File: src/rtl/adc_avg_pkg.sv
// Shared widths, FIFO entry layout and saturating counter helper for adc_channel_averager.
// ADC_AVG_PEAK_HOLD_EN adds window min/max fields to the entry.
package adc_avg_pkg;

  localparam int ADC_DATA_W = 12;
  localparam int ADC_CHAN_W = 5;

  // Entry layout at the default widths; the top rebuilds it at its own parameter widths.
  typedef struct packed {
    logic [ADC_CHAN_W-1:0] channel;
    logic [ADC_DATA_W-1:0] avg;
`ifdef ADC_AVG_PEAK_HOLD_EN
    logic [ADC_DATA_W-1:0] min;
    logic [ADC_DATA_W-1:0] max;
`endif
  } adc_avg_entry_t;

  function automatic logic [15:0] sat_inc(input logic [15:0] value);
    return (value == 16'hFFFF) ? value : value + 16'd1;
  endfunction

endpackage

File: src/rtl/adc_avg_fifo.sv
// Synchronous FIFO with a registered head; a push into a full FIFO is accepted
// when a pop happens in the same cycle.
module adc_avg_fifo #(
  parameter int WIDTH = 8,
  parameter int DEPTH = 8
) (
  input  logic             clk,
  input  logic             reset,
  input  logic             push,
  input  logic [WIDTH-1:0] push_data,
  input  logic             pop,
  output logic             full,
  output logic             empty,
  output logic [WIDTH-1:0] head
);

  localparam int AW = $clog2(DEPTH);
  localparam int CW = AW + 1;

  logic [WIDTH-1:0] mem [DEPTH];
  logic [AW-1:0]    rd_ptr;
  logic [AW-1:0]    wr_ptr;
  logic [AW-1:0]    rd_ptr_next;
  logic [CW-1:0]    count;
  logic [CW-1:0]    count_after_pop;
  logic [CW-1:0]    count_next;
  logic             pop_ok;
  logic             push_ok;
  logic             valid_q;
  logic             full_q;
  logic [WIDTH-1:0] head_next;

  assign empty = !valid_q;
  assign full  = full_q;

  // The next head is the entry just written when the FIFO would otherwise be empty.
  always_comb begin
    pop_ok          = pop && valid_q;
    push_ok         = push && (!full_q || pop_ok);
    rd_ptr_next     = rd_ptr + AW'(pop_ok);
    count_after_pop = count - CW'(pop_ok);
    count_next      = count_after_pop + CW'(push_ok);
    head_next       = head;
    if (count_next != '0) begin
      if (push_ok && (count_after_pop == '0)) begin
        head_next = push_data;
      end else begin
        head_next = mem[rd_ptr_next];
      end
    end
  end

  always_ff @(posedge clk) begin
    if (!reset && push_ok) begin
      mem[wr_ptr] <= push_data;
    end
  end

  always_ff @(posedge clk) begin
    if (reset) begin
      rd_ptr  <= '0;
      wr_ptr  <= '0;
      count   <= '0;
      valid_q <= 1'b0;
      full_q  <= 1'b0;
      head    <= '0;
    end else begin
      if (push_ok) begin
        wr_ptr <= wr_ptr + AW'(1);
      end
      rd_ptr  <= rd_ptr_next;
      count   <= count_next;
      valid_q <= (count_next != '0);
      full_q  <= (count_next == CW'(DEPTH));
      head    <= head_next;
    end
  end

endmodule

File: src/rtl/adc_channel_averager.sv
// Per-channel oversampling averager feeding a ready/valid output FIFO.
// Define ADC_AVG_PEAK_HOLD_EN to also report window min/max per average.
module adc_channel_averager
  import adc_avg_pkg::*;
#(
  parameter int DATA_W     = ADC_DATA_W,
  parameter int CHAN_W     = ADC_CHAN_W,
  parameter int NUM_CH     = 8,
  parameter int AVG_LOG2   = 4,
  parameter int FIFO_DEPTH = 8
) (
  input  logic              clk_clk,
  input  logic              reset_reset,
  input  logic              clear,
  input  logic              in_valid,
  input  logic [CHAN_W-1:0] in_channel,
  input  logic [DATA_W-1:0] in_data,
  output logic              out_valid,
  input  logic              out_ready,
  output logic [CHAN_W-1:0] out_channel,
  output logic [DATA_W-1:0] out_data,
`ifdef ADC_AVG_PEAK_HOLD_EN
  output logic [DATA_W-1:0] out_min,
  output logic [DATA_W-1:0] out_max,
`endif
  output logic              overflow,
  output logic [15:0]       drop_count,
  output logic [15:0]       ignored_count
);

  localparam int ACC_W = DATA_W + AVG_LOG2;
  localparam int CNT_W = (AVG_LOG2 > 0) ? AVG_LOG2 : 1;
  localparam int IDX_W = (NUM_CH > 1) ? $clog2(NUM_CH) : 1;
  localparam logic [CNT_W-1:0] CNT_LAST = CNT_W'((1 << AVG_LOG2) - 1);

  typedef struct packed {
    logic [CHAN_W-1:0] channel;
    logic [DATA_W-1:0] avg;
`ifdef ADC_AVG_PEAK_HOLD_EN
    logic [DATA_W-1:0] min;
    logic [DATA_W-1:0] max;
`endif
  } entry_t;

  logic [ACC_W-1:0] acc [NUM_CH];
  logic [CNT_W-1:0] cnt [NUM_CH];

  logic             soft_rst;
  logic             in_range;
  logic [IDX_W-1:0] ch_idx;
  logic             sample_ok;
  logic             window_done;
  logic [ACC_W-1:0] acc_sum;
  logic             push;
  logic             pop;
  logic             drop;
  logic             fifo_full;
  logic             fifo_empty;
  entry_t           push_entry;
  entry_t           head_entry;

`ifdef ADC_AVG_PEAK_HOLD_EN
  logic [DATA_W-1:0] win_min [NUM_CH];
  logic [DATA_W-1:0] win_max [NUM_CH];
  logic [DATA_W-1:0] cur_min;
  logic [DATA_W-1:0] cur_max;
`endif

  assign soft_rst = reset_reset || clear;
  assign ch_idx   = in_channel[IDX_W-1:0];
  assign in_range = (32'(in_channel) < NUM_CH);

  // The completing sample is folded into the sum on the way to the FIFO, so a
  // window finishes in the same cycle as its last sample.
  always_comb begin
    sample_ok   = in_valid && in_range && !soft_rst;
    acc_sum     = acc[ch_idx] + ACC_W'(in_data);
    window_done = (cnt[ch_idx] == CNT_LAST);
    push        = sample_ok && window_done;
    pop         = out_valid && out_ready;
    drop        = push && fifo_full && !pop;
    push_entry  = '0;
    push_entry.channel = in_channel;
    push_entry.avg     = DATA_W'(acc_sum >> AVG_LOG2);
`ifdef ADC_AVG_PEAK_HOLD_EN
    cur_min = in_data;
    cur_max = in_data;
    if (cnt[ch_idx] != '0) begin
      if (win_min[ch_idx] < in_data) cur_min = win_min[ch_idx];
      if (win_max[ch_idx] > in_data) cur_max = win_max[ch_idx];
    end
    push_entry.min = cur_min;
    push_entry.max = cur_max;
`endif
  end

  always_ff @(posedge clk_clk) begin
    if (soft_rst) begin
      for (int c = 0; c < NUM_CH; c++) begin
        acc[c] <= '0;
        cnt[c] <= '0;
      end
    end else if (sample_ok) begin
      if (window_done) begin
        acc[ch_idx] <= '0;
        cnt[ch_idx] <= '0;
      end else begin
        acc[ch_idx] <= acc_sum;
        cnt[ch_idx] <= cnt[ch_idx] + CNT_W'(1);
      end
    end
  end

`ifdef ADC_AVG_PEAK_HOLD_EN
  // Stale min/max are harmless: the first sample of a window overrides them.
  always_ff @(posedge clk_clk) begin
    if (soft_rst) begin
      for (int c = 0; c < NUM_CH; c++) begin
        win_min[c] <= '0;
        win_max[c] <= '0;
      end
    end else if (sample_ok && !window_done) begin
      win_min[ch_idx] <= cur_min;
      win_max[ch_idx] <= cur_max;
    end
  end
`endif

  always_ff @(posedge clk_clk) begin
    if (soft_rst) begin
      overflow      <= 1'b0;
      drop_count    <= '0;
      ignored_count <= '0;
    end else begin
      if (drop) begin
        overflow   <= 1'b1;
        drop_count <= sat_inc(drop_count);
      end
      if (in_valid && !in_range) begin
        ignored_count <= sat_inc(ignored_count);
      end
    end
  end

  adc_avg_fifo #(
    .WIDTH ($bits(entry_t)),
    .DEPTH (FIFO_DEPTH)
  ) u_fifo (
    .clk       (clk_clk),
    .reset     (soft_rst),
    .push      (push),
    .push_data (push_entry),
    .pop       (pop),
    .full      (fifo_full),
    .empty     (fifo_empty),
    .head      (head_entry)
  );

  assign out_valid   = !fifo_empty;
  assign out_channel = head_entry.channel;
  assign out_data    = head_entry.avg;
`ifdef ADC_AVG_PEAK_HOLD_EN
  assign out_min     = head_entry.min;
  assign out_max     = head_entry.max;
`endif

endmodule

File: config.mk
export PLATFORM = sky130hd
export DESIGN_NAME = adc_channel_averager
export DESIGN_NICKNAME = d
export VERILOG_FILES = /design/src/rtl/adc_avg_pkg.sv /design/src/rtl/adc_avg_fifo.sv /design/src/rtl/adc_channel_averager.sv
export SDC_FILE = /design/constraint.sdc
export NUM_CORES = 1
export LEC_CHECK = 0
export CAP_MARGIN = 0
export CORE_ASPECT_RATIO = 0.7
export CORE_MARGIN = 4
export CORE_UTILIZATION = 35
export DETAILED_ROUTE_END_ITERATION = 7
export PLACE_DENSITY = 0.49
export SLEW_MARGIN = 20
export SYNTH_ARGS = -nofsm -noshare
export SYNTH_HDL_FRONTEND = slang
export SYNTH_SLANG_ARGS = --single-unit
File: constraint.sdc
create_clock -name clk_clk -period 5.65 [get_ports clk_clk]
set_input_delay 1.13 -clock clk_clk [delete_from_list [all_inputs] [get_ports clk_clk]]
set_output_delay 1.13 -clock clk_clk [all_outputs]
set_load 0.005 [all_outputs]
==> reports/metrics.csv, run 1 <==
stage;metric;value;unit
synth;YS warnings;0;
timing;Min Hold Slack;0.4501;ns
synth;Synth Area in Compound Gates;5.156;%
cells_and_area;commonest cells after routing, fill and taps aside;edfxtp_1 (296), nor2_1 (199), clkdlybuf4s50_1 (69);
setup_path;Critical Path Fanout Max;18;
synth;Post-Synth Simple-Gate Area;12.84;%
place;DP Area;17380;um2
timing;period utilization;83.98;%
setup_path;reg-to-reg endpoint;acc[5][12];
detailed_routing;Detailed Route Iter0 Violations;958;
pwr;power per cell area;311.7;nW/um2
synth;synthesized flop and latch total;358;
synth;Synthesized Nets;1179;
cells_and_area;area added between synthesis and finish;18.25;%
worst_hold_path;Hold Path Origin;u_fifo.head[15];
detailed_routing;Vias;9875;
detailed_routing;Detail Route Antenna Nets;0;
timing;Slew Limit Fails;0;
cts;TritonCTS Sinks;358;
setup_path;FF-to-FF setup slack;1.81;ns
timing;Slew HR;36.75;%
setup_path;largest stage delay on the critical path;0.43;ns
cells_and_area;fraction of layout cells with a size suffix above 1;19.31;%
cells_and_area;most common cell after layout, fill and taps aside;edfxtp_1;
worst_hold_path;hold crit path type;flop to flop;
cts;H-tree depth;2;
floorplan;die span in y;185.2;um
global_routing;largest net degree at the start of global routing;39;
setup_path;crit path max-delay cell type;fa_1;
synth;EDFF count, synth;296;
pwr;worst vdd ir;0.1677;mV
floorplan;die area;48370;um2
global_routing;initial antenna violation count;0;
setup_path;CP Class;primary input to flop;
worst_hold_path;hold path endpoint;u_fifo.head[15];
detailed_routing;vias per cell;5.286;
pwr;total chip power;5.787;mW
worst_hold_path;Worst Hold Path Cells;2;
detailed_routing;Pre-Repair DR Iteration Count;5;
synth;largest family of logic cells by synthesized area;simple AND/OR/NAND/NOR gates;
global_routing;GRT overflow;0;
synth;register area share after synthesis;64.52;%
setup_path;Critical Path RT;5.93;ns
floorplan;Core ar.;44040;um2
detailed_routing;Routed WL;42860;um
cts;# hold bufs at CTS;0;
detailed_routing;Residual DRC;0;
cts;Bufs on Longest Clock Path;3;
synth;mux cell area share after synthesis;10.60;%
timing;fmax;210.7;MHz
timing;Setup Skew;0.01739;ns
floorplan;row cnt;64;
pwr;leakage;6.400;nW
cts;clk root buf;clkbuf_16;
setup_path;crit end category;flop;
cells_and_area;Finished Cell Area;18570;um2
cells_and_area;Diodes inserted;0;
synth;Synth Area per Inst;13.85;um2
timing;unrepaired setup endpoints after global routing;no;
synth;Synth top area share;56.61;%
detailed_routing;wire per inst;22.95;um
cts;cts repair resizes;0;
global_routing;number of global-route vias before repair;9902;
setup_path;CP cell instances;buf_2 -> buf_4 -> mux2_2 -> a221oi_1 -> o22ai_1 -> ha_1 -> fa_1 -> a21o_1 -> a221oi_2 -> and3b_1 -> a211oi_2 -> xnor2_1 -> nand2b_1 -> nor2_1;
setup_path;r2r worst-path depth;12;
timing;shortest period the worst path allows;4.745;ns
cts;Setup Buffers After CTS;0;
cells_and_area;Nets;1290;
cts;Worst-Skew Late Latency;0.55;ns
timing;total negative slack;0;ns
synth;xor/xnor share of the synthesized area;2.717;%
floorplan;Ports;73;
run_status;outcome;finished, final reports clean;
synth;Post-synth ARST share;0;%
synth;Adder-Cell Fraction of Synth Area;1.881;%
setup_path;CP Launch Point;in_channel[2];
setup_path;reg-to-reg startpoint;acc[3][0];
synth;post-synth cell types;78;
global_routing;first-pass GRT wire length;65200;um
timing;Least-Margin Pin Slew;0.9420;ns
floorplan;die width;261.2;um
timing;Final setup viols;0;
place;routability congestion estimate;0.8690;
cts;CTS tree;yes;
timing;Final Hold Viols;0;
place;HPWL Detailed;27280;um
synth;cell count after synthesis;1134;
setup_path;crit path launch type;primary input;
place;IO Port Bufs;72;
synth;area leader, netlist;edfxtp_1;
synth;Synth Flop Type;edfxtp_1;
flow_run;total of max-cap violations;0;
synth;Mapped Area;15700;um2
setup_path;Data arrival, critical path;5.03;ns
global_routing;Total GRT Usage;17.96;%
synth;Synth area leaders;edfxtp_1 (57%), dfxtp_1 (7.9%), mux4_2 (7.3%);
floorplan;Initial Util;35.65;%
cts;Num CTS Buffers;38;
cts;clock edge transition at the registers on the reported setup and hold paths;0.06;ns
## sequential cells by signal (all words and copies together) (netlist names)
name,flops
u_fifo.count,4
ignored_count,16
drop_count,16
u_fifo.mem,136
u_fifo.full,1
acc,128
u_fifo.valid_q,1
overflow,1
u_fifo.rd_ptr,3
u_fifo.wr_ptr,3
cnt,32
u_fifo.head,17
## synth_stat cells, types with 4 or more instances
library cell and number:
edfxtp_1 296, buf_2 10, nand3_1 23, mux2_2 21, o21ai_1 5, dfxtp_1 62, xor2_1 28, nor2_2 4
and2_1 10, mux2i_1 23, and3_1 14, a22oi_1 5, nand2_1 68, o21ai_0 14, mux4_2 51, nor3_1 31
ha_1 22, nor3b_1 5, a211oi_1 4, a221oi_1 13, o31ai_2 4, nor2_1 200, xnor2_1 17, a21oi_1 16
inv_1 18, and4_1 4, o22ai_1 5, buf_1 5, a21o_1 5, nand2_2 10, a211oi_2 6, nor2b_1 10
clkbuf_1 39, nand4_1 15
## per-stage QoR
step / std cells / worst slack [ns] / utilization (%)
2_1_floorplan: 1134 / 0.4911 / -
3_3_place_gp: 1799 / 0.4391 / 39.46
3_5_place_dp: 1799 / 0.4267 / 39.46
4_1_cts: 1868 / 0.9609 / 42.16
5_1_grt: 1868 / 0.6845 / 42.16
6_report: 1868 / 0.9049 / 42.16
## cells by family after synthesis
logic type | Yosys count
DFF | 358
buffers and inverters | 80
AOI/OAI and AO/OA | 105
xor gates and xnor gates | 47
and+or+nand+nor | 422
muxes | 99
adders and majority gates | 23
## layer usage
layer | track usage, % | wire (um) | up-vias
met1 | 29.00 | 21870 | 5069
met5 | 0 | 0 | -
met3 | 3.567 | 2744 | 47
li1 | - | - | 4461
met4 | 3.585 | 525 | 0
met2 | 24.87 | 17720 | 298
## final cells by class
| class | count | area [um2] |
|---|---|---|
| fill | 4049 | 25480 |
| sequential | 358 | 10130 |
| multi-input combinational | 696 | 5263 |
| timing repair buffer | 132 | 1169 |
| clock buffer | 49 | 1022 |
| tap | 594 | 743.2 |
| clock inverter | 20 | 166.4 |
| inverter | 19 | 73.82 |
## critical path, delay by kind of cell
| kind | cells | cell delay, ns |
|---|---|---|
| adder cells (fa/ha/maj) | 2 | 0.65 |
| AND/OR/NAND/NOR | 3 | 0.68 |
| XOR/XNOR | 1 | 0.21 |
| AO/OA/AOI/OAI | 5 | 1.26 |
| multiplexers | 1 | 0.35 |
| buffers and inverters | 2 | 0.72 |
## worst max path at each step
stage	endpoint	slack, ns
after detailed placement	acc[0][12]	0.43
after global routing	acc[7][12]	0.68
after global placement	acc[7][14]	0.44
final	acc[5][12]	0.90
after CTS	acc[5][12]	0.96
after floorplan	u_fifo.mem[0][10]	0.49
## power breakdown
part / internal, mW / switching, mW
combinational: 0.135 / 0.265
clock: 1.38 / 1.05
sequential: 2.94 / 0.0144
total: 4.45 / 1.33
Power figures use the tool's default switching activity.
==> inputs of run 2 (changes only) <==
- PLACE_DENSITY: 0.49 -> 0.51
- clock period: 5.65 -> 4.2 ns (I/O delays scaled with it)
==> reports/metrics.csv, run 2 (same netlist as run 1, synthesis figures left out) <==
stage;metric;value;unit;change
run_status;outcome;finished, final reports clean;;
floorplan;row cnt;64;;unchanged
pwr;Clk pwr share;41.4;%;-0.6 points
detailed_routing;Vias;10020;;+1.5%
pwr;power per cell area;407.2;nW/um2;+31%
place;routability congestion estimate;0.8279;;-4.7%
cts;Bufs on Longest Clock Path;3;;unchanged
pwr;Pint;6.108;mW;+37%
place;cell count after placement;1868;;+3.8%
timing;shortest period the worst path allows;4.026;ns;
detailed_routing;Pre-Repair DR Iteration Count;5;;unchanged
setup_path;CP Class;primary input to flop;;
global_routing;number of global-route vias before repair;10140;;+2.4%
detailed_routing;Routed WL;43180;um;+0.73%
setup_path;Critical Path RT;4.55;ns;-1.38 ns
timing;Setup Skew;0.01120;ns;-0.006189 ns
floorplan;Ports;73;;unchanged
cts;Setup Buffers After CTS;0;;unchanged
setup_path;CP Launch Point;in_channel[2];;
cells_and_area;largest registers;u_fifo.mem (136), acc (128), cnt (32);;
setup_path;r2r worst-path depth;15;;+3
detailed_routing;vias per cell;5.180;;-2.0%
detailed_routing;Detail Route Antenna Nets;0;;unchanged
timing;Least-Margin Pin Slew;0.6795;ns;-0.2625 ns
cells_and_area;Nets;1357;;+5.2%
cts;Num CTS Buffers;36;;-5.3%
place;HPWL Detailed;27800;um;+1.9%
pwr;Switching Share;22.31;%;-0.72 points
global_routing;GRT overflow;0;;unchanged
pwr;Comb pwr share;8.0;%;+1.1 points
global_routing;first-pass GRT wire length;65330;um;+0.20%
cells_and_area;fraction of layout cells with a size suffix above 1;23.58;%;+4.3 points
setup_path;reg-to-reg startpoint;acc[3][8];;
cells_and_area;fillers;4072;;+0.57%
timing;Final setup viols;0;;unchanged
timing;setup ws final;0.1740;ns;-0.7309 ns
setup_path;crit end category;flop;;
pwr;leakage;6.799;nW;+6.2%
cts;clock edge transition at the registers on the reported setup and hold paths;0.06;ns;about the same
timing;unrepaired setup endpoints after global routing;no;;
detailed_routing;Detailed Route Iter0 Violations;921;;-3.9%
cells_and_area;Largest Register;u_fifo.mem;;
timing;Slew HR;54.70;%;+18 points
cts;TritonCTS Sinks;358;;unchanged
floorplan;Core ar.;44040;um2;unchanged
setup_path;Critical Path Fanout Max;14;;-4
pwr;sw power;1.754;mW;+32%
detailed_routing;Residual DRC;0;;unchanged
timing;Final Hold Viols;0;;unchanged
timing;total negative slack;0;ns;unchanged
flow_run;total of max-cap violations;0;;unchanged
cts;# hold bufs at CTS;0;;unchanged
timing;period utilization;95.86;%;
setup_path;CP Capture Point;acc[0][15];;
setup_path;reg-to-reg endpoint;acc[0][15];;
cts;Worst-Skew Late Latency;0.53;ns;-0.02 ns
worst_hold_path;hold crit path type;flop to flop;;
cells_and_area;most common cell after layout, fill and taps aside;edfxtp_1;;
floorplan;Initial Util;35.65;%;unchanged
global_routing;initial antenna violation count;0;;unchanged
cells_and_area;Diodes inserted;0;;unchanged
setup_path;crit path launch type;primary input;;
timing;fmax;248.4;MHz;
floorplan;die span in y;185.2;um;unchanged
pwr;Seq pwr share;50.6;%;-0.5 points
cells_and_area;area added between synthesis and finish;22.98;%;
floorplan;die width;261.2;um;unchanged
pwr;worst vdd ir;0.2319;mV;+38%
cells_and_area;commonest cells after routing, fill and taps aside;edfxtp_1 (296), nor2_1 (199), buf_4 (113);;
detailed_routing;wire per inst;22.33;um;-2.7%
global_routing;largest net degree at the start of global routing;39;;unchanged
global_routing;Total GRT Usage;18.07;%;+0.10 points
floorplan;die area;48370;um2;unchanged
cts;cts repair resizes;0;;unchanged
place;IO Port Bufs;72;;unchanged
timing;Slew Limit Fails;0;;unchanged
setup_path;FF-to-FF setup slack;0.58;ns;-1.23 ns
cells_and_area;Layout Cells excl Fill;1934;;+3.5%
cts;CTS tree;yes;;
cells_and_area;max reg flops;136;;unchanged
cts;H-tree depth;2;;unchanged
setup_path;Data arrival, critical path;4.37;ns;-0.66 ns
place;Setup WS pre-CTS;-0.4015;ns;-0.8282 ns
cts;clk root buf;clkbuf_16;;
## run 2: per-layer routing
| layer | track usage (%) | wire, um | up-vias | part of all wire (%) |
|---|---|---|---|---|
| met2 | 25.36 | 17850 | 327 | 41 |
| li1 | - | - | 4585 | - |
| met4 | 3.052 | 539 | 0 | 1.2 |
| met1 | 29.07 | 21560 | 5064 | 50 |
| met5 | 0 | 0 | - | 0 |
| met3 | 3.663 | 3229 | 43 | 7.5 |
## run 2: worst min-delay path by stage
stage / start / endpoint / slack (ns) / depth (start not counted)
3_3_place_gp: u_fifo.head[12] / u_fifo.head[12] / 0.44 / 2
5_1_grt: u_fifo.head[12] / u_fifo.head[12] / 0.50 / 2
4_1_cts: u_fifo.head[3] / u_fifo.head[3] / 0.46 / 2
3_5_place_dp: u_fifo.head[3] / u_fifo.head[3] / 0.45 / 2
6_report: u_fifo.head[3] / u_fifo.head[3] / 0.46 / 2
2_1_floorplan: u_fifo.head[4] / u_fifo.head[4] / 0.44 / 2
## run 2: final cells by class
class / count / area [um2] / area share, %
sequential: 358 / 10130 / 52.46
multi-input combinational: 696 / 5310 / 27.50
timing repair buffer: 201 / 1874 / 9.706
clock buffer: 46 / 979.7 / 5.074
tap: 594 / 743.2 / 3.849
clock inverter: 20 / 198.9 / 1.030
inverter: 19 / 73.82 / 0.3823
## run 2: stage by stage
| step | cell area, um2 | utilization (%) | hold slack (ns) | power (mW) |
|---|---|---|---|---|
| 6_report | 19310 | 43.84 | 0.4568 | 7.863 |
| 5_1_grt | 19310 | 43.84 | 0.5027 | 8.145 |
| 4_1_cts | 19300 | 43.83 | 0.4641 | 7.954 |
| 3_5_place_dp | 18120 | 41.15 | 0.4492 | 4.683 |
| 3_3_place_gp | 18120 | 41.15 | 0.4397 | 4.680 |
| 2_1_floorplan | 15790 | - | 0.4430 | 4.366 |
## run 2: power groups by stage
stage	registers, mW	clock network [mW]	logic (mW)
5_1_grt	3.98	3.48	0.684
2_1_floorplan	4.04	0	0.322
3_5_place_dp	4.05	0	0.632
6_report	3.97	3.26	0.632
4_1_cts	3.97	3.35	0.634
3_3_place_gp	4.05	0	0.628
## run 2: critical path, stage by stage
cell,delay (ns)
buf_2,0.17
buf_12,0.17
and2b_2,0.27
a221oi_2,0.49
buf_4,0.22
o22ai_1,0.10
ha_1,0.39
and2_1,0.16
nor3b_1,0.19
o21ai_0,0.14
buf_4,0.17
a311oi_2,0.24
buf_4,0.19
nand3_1,0.08
nor2b_1,0.16
buf_4,0.17
nor3_1,0.22
